--- src/rtl/ws_gen_tdm_if.sv ---
// Word-select / TDM frame generator bus.
// Controller drives requests and config; the generator drives timing.
interface ws_gen_tdm_if #(
    parameter int MAX_SLOTS = 8
);
    localparam int NSW = $clog2(MAX_SLOTS + 1);
    localparam int SW  = $clog2(MAX_SLOTS);

    logic           en;
    logic           stop;
    logic           mode;
    logic           tx_empty;
    logic           rx_full;
    logic [1:0]     std;
    logic [1:0]     slot_len;
    logic [NSW-1:0] num_slots;
    logic           ws;
    logic [SW-1:0]  slot_idx;
    logic [4:0]     bit_cnt;
    logic           frame_start;
    logic           slot_last;
    logic           busy;

    modport master (
        output en, stop, mode, tx_empty, rx_full,
        output std, slot_len, num_slots,
        input  ws, slot_idx, bit_cnt,
        input  frame_start, slot_last, busy
    );

    modport slave (
        input  en, stop, mode, tx_empty, rx_full,
        input  std, slot_len, num_slots,
        output ws, slot_idx, bit_cnt,
        output frame_start, slot_last, busy
    );
endinterface

--- src/rtl/ws_gen_tdm.sv ---
// Word-select / frame-sync generator for I2S, left-justified and DSP/TDM.
// Frame geometry is shadowed at each frame start; frames always complete.
module ws_gen_tdm #(
    parameter int MAX_SLOTS = 8,
    parameter int PULSE_W   = 1
) (
    input  logic       clk,
    input  logic       rst_,
    ws_gen_tdm_if.slave bus
);
    localparam int NSW = $clog2(MAX_SLOTS + 1);
    localparam int SW  = $clog2(MAX_SLOTS);

    localparam logic [NSW-1:0] MAX_N = NSW'(MAX_SLOTS);
    localparam logic [4:0]     PW    = 5'(PULSE_W);

    localparam logic [1:0] STD_LJ  = 2'b01;
    localparam logic [1:0] STD_DSP = 2'b10;

    typedef enum logic {
        IDLE,
        ACTIVE
    } state_t;

    state_t         state_q, state_d;
    logic [1:0]     std_s_q, std_s_d;
    logic [1:0]     len_s_q, len_s_d;
    logic [NSW-1:0] nsl_s_q, nsl_s_d;
    logic [SW-1:0]  slot_q, slot_d;
    logic [4:0]     bit_q, bit_d;
    logic           ws_q, ws_d;
    logic           fs_q, fs_d;
    logic           sl_q, sl_d;

    logic           go;
    logic           last_bit;
    logic           last_frame;
    logic           start;
    logic           act_d;
    logic           idle_ws;
    logic [NSW-1:0] nsl_in;

    function automatic logic [4:0] len_m1(input logic [1:0] code);
        logic [4:0] r;
        unique case (code)
            2'b00:   r = 5'd15;
            2'b01:   r = 5'd23;
            default: r = 5'd31;
        endcase
        return r;
    endfunction

    // Start/continue condition, only consulted in IDLE or at frame end.
    always_comb begin
        go = bus.en & ~bus.stop &
             (bus.mode ? ~bus.rx_full : ~bus.tx_empty);
    end

    // Slot count clamped into 1..MAX_SLOTS before it is shadowed.
    always_comb begin
        nsl_in = bus.num_slots;
        if (bus.num_slots == '0) begin
            nsl_in = NSW'(1);
        end else if (bus.num_slots > MAX_N) begin
            nsl_in = MAX_N;
        end
    end

    // Next-state, counters and registered output values.
    always_comb begin
        state_d  = state_q;
        std_s_d  = std_s_q;
        len_s_d  = len_s_q;
        nsl_s_d  = nsl_s_q;
        slot_d   = '0;
        bit_d    = '0;
        start    = 1'b0;
        last_bit   = (bit_q == len_m1(len_s_q));
        last_frame = last_bit &&
                     (NSW'(slot_q) == nsl_s_q - 1'b1);

        if (state_q == IDLE) begin
            start = go;
        end else if (last_frame) begin
            start = go;
            if (!go) begin
                state_d = IDLE;
            end
        end else if (last_bit) begin
            slot_d = slot_q + 1'b1;
        end else begin
            slot_d = slot_q;
            bit_d  = bit_q + 5'd1;
        end

        if (start) begin
            state_d = ACTIVE;
            std_s_d = bus.std;
            len_s_d = bus.slot_len;
            nsl_s_d = nsl_in;
        end

        act_d   = (state_d == ACTIVE);
        fs_d    = start;
        sl_d    = act_d && (bit_d == len_m1(len_s_d));
        idle_ws = (std_s_d != STD_LJ) && (std_s_d != STD_DSP);

        if (!act_d) begin
            ws_d = idle_ws;
        end else if (std_s_d == STD_LJ) begin
            ws_d = ~slot_d[0];
        end else if (std_s_d == STD_DSP) begin
            // A slot is at least 16 clocks, so the pulse never leaves slot 0.
            ws_d = (slot_d == '0) && (bit_d < PW);
        end else begin
            ws_d = slot_d[0];
        end
    end

    // State, shadow and output registers with synchronous reset.
    always_ff @(posedge clk) begin
        if (rst_) begin
            state_q <= IDLE;
            std_s_q <= 2'b00;
            len_s_q <= 2'b10;
            nsl_s_q <= NSW'(2);
            slot_q  <= '0;
            bit_q   <= '0;
            ws_q    <= 1'b1;
            fs_q    <= 1'b0;
            sl_q    <= 1'b0;
        end else begin
            state_q <= state_d;
            std_s_q <= std_s_d;
            len_s_q <= len_s_d;
            nsl_s_q <= nsl_s_d;
            slot_q  <= slot_d;
            bit_q   <= bit_d;
            ws_q    <= ws_d;
            fs_q    <= fs_d;
            sl_q    <= sl_d;
        end
    end

    assign bus.ws          = ws_q;
    assign bus.slot_idx    = slot_q;
    assign bus.bit_cnt     = bit_q;
    assign bus.frame_start = fs_q;
    assign bus.slot_last   = sl_q;
    assign bus.busy        = (state_q == ACTIVE);
endmodule
--- src/flat_wrapper.sv ---
// flat-port wrapper written by rule: the top's interface ports become plain ports
module ws_gen_tdm_flat 
#(
    parameter int MAX_SLOTS = 8,
    parameter int PULSE_W   = 1
)
  (clk, rst_, bus_en, bus_stop, bus_mode, bus_tx_empty, bus_rx_full, bus_std, bus_slot_len, bus_num_slots, bus_ws, bus_slot_idx, bus_bit_cnt, bus_frame_start, bus_slot_last, bus_busy);
  ws_gen_tdm_if #(.MAX_SLOTS(MAX_SLOTS)) bus_i ();
  input  logic clk;
  input  logic rst_;
  input wire logic [$bits(bus_i.en)-1:0] bus_en;
  input wire logic [$bits(bus_i.stop)-1:0] bus_stop;
  input wire logic [$bits(bus_i.mode)-1:0] bus_mode;
  input wire logic [$bits(bus_i.tx_empty)-1:0] bus_tx_empty;
  input wire logic [$bits(bus_i.rx_full)-1:0] bus_rx_full;
  input wire logic [$bits(bus_i.std)-1:0] bus_std;
  input wire logic [$bits(bus_i.slot_len)-1:0] bus_slot_len;
  input wire logic [$bits(bus_i.num_slots)-1:0] bus_num_slots;
  output wire logic [$bits(bus_i.ws)-1:0] bus_ws;
  output wire logic [$bits(bus_i.slot_idx)-1:0] bus_slot_idx;
  output wire logic [$bits(bus_i.bit_cnt)-1:0] bus_bit_cnt;
  output wire logic [$bits(bus_i.frame_start)-1:0] bus_frame_start;
  output wire logic [$bits(bus_i.slot_last)-1:0] bus_slot_last;
  output wire logic [$bits(bus_i.busy)-1:0] bus_busy;
  assign bus_i.en = bus_en;
  assign bus_i.stop = bus_stop;
  assign bus_i.mode = bus_mode;
  assign bus_i.tx_empty = bus_tx_empty;
  assign bus_i.rx_full = bus_rx_full;
  assign bus_i.std = bus_std;
  assign bus_i.slot_len = bus_slot_len;
  assign bus_i.num_slots = bus_num_slots;
  assign bus_ws = bus_i.ws;
  assign bus_slot_idx = bus_i.slot_idx;
  assign bus_bit_cnt = bus_i.bit_cnt;
  assign bus_frame_start = bus_i.frame_start;
  assign bus_slot_last = bus_i.slot_last;
  assign bus_busy = bus_i.busy;
  ws_gen_tdm #(.MAX_SLOTS(MAX_SLOTS), .PULSE_W(PULSE_W)) u_core (.clk(clk), .rst_(rst_), .bus(bus_i));
endmodule
--- config.mk ---
export PLATFORM = sky130hd
export DESIGN_NAME = ws_gen_tdm_flat
export DESIGN_NICKNAME = d
export VERILOG_FILES = /design/src/rtl/ws_gen_tdm_if.sv /design/src/rtl/ws_gen_tdm.sv /design/src/flat_wrapper.sv
export SDC_FILE = /design/constraint.sdc
export NUM_CORES = 1
export LEC_CHECK = 0
export CAP_MARGIN = 20
export CORE_MARGIN = 5
export CORE_UTILIZATION = 49
export CTS_CLUSTER_SIZE = 16
export DETAILED_ROUTE_END_ITERATION = 12
export PLACE_DENSITY = 0.78
export SLEW_MARGIN = 20
export SYNTH_ARGS = -nofsm -noshare
export SYNTH_HDL_FRONTEND = slang
export SYNTH_SLANG_ARGS = --single-unit
--- constraint.sdc ---
create_clock -name clk -period 3.1 [get_ports clk]
set_input_delay 0.62 -clock clk [delete_from_list [all_inputs] [get_ports clk]]
set_output_delay 0.62 -clock clk [all_outputs]
set_load 0.01 [all_outputs]
**Word-level counts from Yosys, hierarchy flattened**

Index checks and enable logic that the tools add are counted.
Widths: inputs -> output; s select.

- Equal/unequal tests: 9
- Add/sub/neg operators: 3
- Bitwise gates (word level): 6
- Multiplexer cells: 22
- Reductions and logical operators: 8
- Magnitude comparators: 2

Operator list:

| kind | count |
|---|---|
| $pmux 5 s2 | 2 |
| $mux 5 | 3 |
| $eq 5x5->1 | 2 |
| $mux 1 | 10 |
| $mux 3 | 3 |
| $mux 4 | 2 |
| $eq 2x1->1 const B | 3 |
| $add 5x1->5 const B | 1 |
| $lt 5x1->1 const B | 1 |
| $eq 3x4->1 | 1 |
| $gt 4x4->1 const B | 1 |
| $logic_and 1x1->1 | 4 |
| $logic_not 2->1 | 2 |
| $logic_not 4->1 | 1 |
| $mux 2 | 2 |
| $not 1->1 | 4 |
| $sub 4x1->4 const B | 1 |
| $add 3x1->3 const B | 1 |
| $logic_not 3->1 | 1 |
| $and 1x1->1 | 2 |
| $eq 2x2->1 const B | 1 |
| $ne 2x1->1 const B | 1 |
| $ne 2x2->1 const B | 1 |

- Register bits: 20
- Logic and storage cells: 59
- Bits of input ports: 15
- Output and inout port bits: 12

**Depth between registers and ports, before layout**

Gate-level depths: netlist of run 1.

- Depth after elaboration: 11
- Gate-level depth with buffers: 16
- Gate-level depth less buffers: 15

**Worst setup path after synthesis of run 1**

OpenSTA, ideal clock, no wires.

- Path kind: reg2reg
- From: register u_core.bit_q[3], in the netlist u_core.bus.bit_cnt[3]
- To: register u_core.ws_q, in the netlist u_core.bus.ws
- Data arrival time: 2.742 ns
- Clock period less this slack: 2.877 ns
- Library setup time: 0.135 ns
- Stages on the path, launching flop included: 15
- Path slack: 0.223 ns
- Buffers on the path: 2
- Data required time: 2.965 ns
- Path through: dfxtp_1 -> buf_4 -> or4b_4 -> nand3_4 -> nand3_4 -> o21ai_4 -> nand2_4 -> buf_6 -> mux2i_2 -> inv_1 -> ha_1 -> and3_1 -> a211oi_1 -> o211a_1 -> a32oi_1

- Cells in the longest elaborated chain, start to end: 9
- Elaborated cells on any way between the ends: 27
- Those cells by class: add/sub: 1; order compare: 1; eq/ne: 5; mux: 15; bitwise: 1; reduce/logical: 4

Ends and longest elaborated chain:

| what | RTL line | RTL |
|---|---|---|
| from (decl) | ws_gen_tdm.sv:30 | `logic [4:0] bit_q, bit_d;` |
| from (signal assigned) | ws_gen_tdm.sv:138 | `bit_q <= bit_d;` |
| $eq 5x5->1 * | ws_gen_tdm.sv:78 | `last_bit = (bit_q == len_m1(len_s_q));` |
| $logic_and 1x1->1 * | ws_gen_tdm.sv:79 | `last_frame = last_bit &&` |
| $mux 1 * | ws_gen_tdm.sv:84 | `end else if (last_frame) begin` |
| $mux 1 * | ws_gen_tdm.sv:82 | `if (state_q == IDLE) begin` |
| $mux 2 * | ws_gen_tdm.sv:96 | `if (start) begin` |
| via u_core.std_s_d[0] | ws_gen_tdm.sv:26 | `logic [1:0] std_s_q, std_s_d;` |
| $eq 2x2->1 | ws_gen_tdm.sv:112 | `end else if (std_s_d == STD_DSP) begin` |
| $mux 1 | ws_gen_tdm.sv:112 |  |
| $mux 1 | ws_gen_tdm.sv:110 | `end else if (std_s_d == STD_LJ) begin` |
| $mux 1 * | ws_gen_tdm.sv:108 | `if (!act_d) begin` |
| to (signal assigned) | ws_gen_tdm.sv:139 | `ws_q <= ws_d;` |
| to (decl) | ws_gen_tdm.sv:31 | `logic ws_q, ws_d;` |

The timed path passes the listed nets; every way through them passes the cells marked *.
A chain may end at the register's enable or synchronous reset.

**Final worst setup path of run 1**

Same ends and word-level chain as after synthesis.

==> results of run 1 <==
-- area by class of cell --
cell class              count  area share
flip-flops and latches     20      0.2568
repair buffers             32      0.1952
multi-input cells          99      0.4768
inverters                  10     0.02400
well taps                  30     0.02400
clock buffers               4     0.02320
-- worst max-delay path, stage by stage (launching register included) --
cell and delay (ps):
dfxtp_1 480, or4b_4 530, nand3_4 120, nand3_4 110, o21ai_4 200, nand2_4 90, mux2i_2 240, inv_1 70
ha_1 240, nor3_1 210, and3_1 190, a211oi_1 40, o211a_1 110, a32oi_1 140
-- layer usage --
layer,global-route usage,part of all wire,vias up
li1,-,-,540
met1,0.1929,0.45,508
met2,0.2593,0.47,31
met3,0.03456,0.066,5
met4,0.09494,0.020,0
met5,0,0,-
-- cells by family after synthesis --
kind of cell               count (synthesis)
muxes                                      6
AOI/OAI and AO/OA                         26
xor gates and xnor gates                  10
buffers and inverters                     14
adders and majority gates                  5
DFF                                       20
and+or+nand+nor                           52
-- flip-flops by register name, indices dropped and copies added, names as in the netlist, 2 cells and up --
register	count
u_core.bus.bit_cnt	5
u_core.len_s_q	2
u_core.nsl_s_q	4
u_core.bus.slot_idx	3
u_core.std_s_q	2
-- stage by stage --
| step | util | worst slack, ps | std cells | area [um^2] | hold slack (ps) |
|---|---|---|---|---|---|
| floorplan | - | 222.5 | 133 | 1215 | 431.9 |
| global placement | 0.6245 | 118.2 | 190 | 1519 | 444.7 |
| detailed placement | 0.6245 | -14.33 | 190 | 1519 | 462.3 |
| CTS | 0.6394 | 138.3 | 194 | 1555 | 478.0 |
| global route | 0.6430 | 40.29 | 195 | 1564 | 503.7 |
| finish | 0.6430 | 257.3 | 195 | 1564 | 471.0 |
-- power by group through the flow --
| stage | Sequential (mW) | Combinational [mW] | Clock, mW |
|---|---|---|---|
| 6_report | 0.271 | 0.0779 | 0.152 |
| 5_1_grt | 0.273 | 0.0851 | 0.171 |
| 4_1_cts | 0.271 | 0.0780 | 0.160 |
| 3_5_place_dp | 0.277 | 0.0775 | 0 |
| 3_3_place_gp | 0.276 | 0.0757 | 0 |
| 2_1_floorplan | 0.277 | 0.0398 | 0 |
-- worst max path at each step --
stage,depth (start not counted),start,slack (ps),end
after floorplan,14,u_core.bus.bit_cnt[3],220,u_core.bus.ws
after global placement,11,bus_mode,120,u_core.bus.ws
after detailed placement,12,bus_mode,-10,u_core.bus.ws
after CTS,15,u_core.nsl_s_q[0],140,u_core.bus.ws
after global routing,15,u_core.nsl_s_q[1],40,u_core.bus.ws
final,13,u_core.bus.bit_cnt[3],260,u_core.bus.ws
-- timing repair --
item                       in CTS  in global routing
setup buffers                   0                  1
setup endpoints to repair       0                  1
gates resized for setup         0                  1
-- cell usage in the layout, fill, tap and decap left out, drive strengths merged, types with 2 or more instances in the layout --
cell | Yosys | final
or3 | 2 | 2
inv | 10 | 10
clkbuf | 1 | 4
ha | 5 | 5
nand3 | 7 | 7
o211ai | 2 | 2
o21ai | 3 | 3
mux2i | 5 | 5
dfxtp | 20 | 20
nor2 | 15 | 15
a211o | 2 | 2
or4b | 2 | 2
buf | 2 | 6
and3 | 2 | 2
nand2 | 8 | 8
xnor2 | 4 | 4
nor3b | 3 | 3
o211a | 2 | 2
xor2 | 6 | 6
a21oi | 9 | 9
nor3 | 6 | 6
clkdlybuf4s50 | 0 | 26
==> summary.md, run 1 <==
| Metric | Value |
|---|---|
| Starting Density | 0.4995 |
| EDFF count, synth | 0 |
| Final Max Tran Viols | 0 |
| DRT antenna net count | 0 |
| Post-synthesis cell type count | 46 |
| Worst hold path endpoint | u_core.nsl_s_q[2] |
| Die area | 3575 um^2 |
| Worst-Margin Slew | 442.1 ps |
| Sum Neg Setup Slack | 0 ps |
| Initial antenna violation count | 0 |
| CTS Hold Buffers Added | 0 |
| Synth Area in Compound Gates | 0.1648 |
| Pleak | 0.5916 nW |
| Adder-Cell Fraction of Synth Area | 0.05149 |
| Synth area leaders | dfxtp_1, ha_1, nor2_1 |
| # Max-Cap Violations | 0 |
| CP Class | register to register |
| WP data required | 3340 ps |
| Sw Share | 0.2400 |
| Layout cell share with drive strength beyond 1 | 0.1515 |
| Clock buffer depth | 2 |
| RR Startpoint | u_core.bus.bit_cnt[3] |
| Synth-to-Final Area Change | 28.73% |
| Setup crit start kind | register |
| Avg Cell Area, Syn | 9.135 um^2 |
| Synth Flop Type | dfxtp_1 |
| Synth warnings | 0 |
| Worst reg2reg path depth | 13 |
| Psw | 120.4 uW |
| Worst-path maximum fanout | 9 |
| PortBufs | 26 |
| Worst VDD drop | 216.8 uV |
| Crit path time final | 2843 ps |
| Std cell rows | 18 |
| Number of synthesized register bits | 20 |
| Final Hold Viols | 0 |
| DRC violation count after routing | 0 |
| Register area | 401.6 um^2 |
| Reg2reg end | u_core.bus.ws |
| Filler instances | 215 |
| Power share of the clock group | 0.304 |
| Die Height | 59.80 um |
| Die width | 59.80 um |
| CTS root buf | clkbuf_4 |
| I/O Pins | 27 |
| Routed wire length | 2500 um |
| DR iter-0 viols | 21 |
| Clk sink count | 20 |
| Vias/cell | 5.559 |
| First-pass GRT wire length | 4312 um |
| H-tree Lvls | 1 |
| Synth area leader | dfxtp_1 |
| Via count | 1,084 |
| Pint | 381.3 uW |
| Clk Latency, worst-skew pair | 300 ps |
| Outcome | finished, final reports clean |
| Most instantiated library cell after synthesis | dfxtp_1 |
| Synth Area in Simple Gates | 0.2688 |
| Unrepaired setup endpoints after global routing | false |
| CTS buffer count | 3 |
| WL/cell | 12.82 um |
| Element type at the critical path end | register |
| Comb power frac | 0.155 |
| CTS clk-pin slew, worst paths | 110 ps |
| Area occupied by multi-input gates | 745.7 um^2 |
| Largest net degree at the start of global routing | 16 |
| Final Wtd Congestion | 0.7934 |
| Pwr Total | 501.7 uW |
| PD cells | 320.8 nW/um^2 |
| ANT cells | 0 |
| Hold Crit Start | u_core.nsl_s_q[2] |
| Core area | 2432 um^2 |
| XOR/XNOR Fraction of Synth Area | 0.07209 |
| Mux share of post-synthesis cell area | 0.05664 |
| HP Class | register to register |
| Max transition margin | 0.7043 |
| Combinational family with the most area after synthesis | simple AND/OR/NAND/NOR gates |
| Final setup viols | 0 |
| Top cell type's share of synthesized area | 0.3296 |
| Post-route clock period utilization | 0.9170 |
| Total GRT Usage | 0.1603 |
| Maximum clock rate | 351.8 MHz |
| Grt ovf | 0 |
| Critical path arrival | 3080 ps |
| Syn_nets | 153 |
| Post-DP HPWL | 2005 um |
| Hold depth | 2 |
| Final nets | 186 |
| Register area share after synthesis | 0.3296 |
| Reg2Reg Setup Slack | 260 ps |
| Vias in the first global route | 1,048 |
| Final Skew | 3.253 ps |
| TritonCTS clock tree | done |
| Synth Cell Area | 1215 um^2 |
| Register share of total power | 0.541 |
| Post-Synthesis Cells | 133 |
| Most frequent cells after synthesis | dfxtp_1, nor2_1, inv_1 |
| Drt pass-1 iters | 4 |
| Asr flop ratio synth | 0 |
(Power assumes the default switching activity.)
==> run 2: changes to the inputs <==
CTS_CLUSTER_DIAMETER = 80   (was unset)
==> results of run 2 <==
No change in the layout: final DEF, timing and power equal those of run 1.
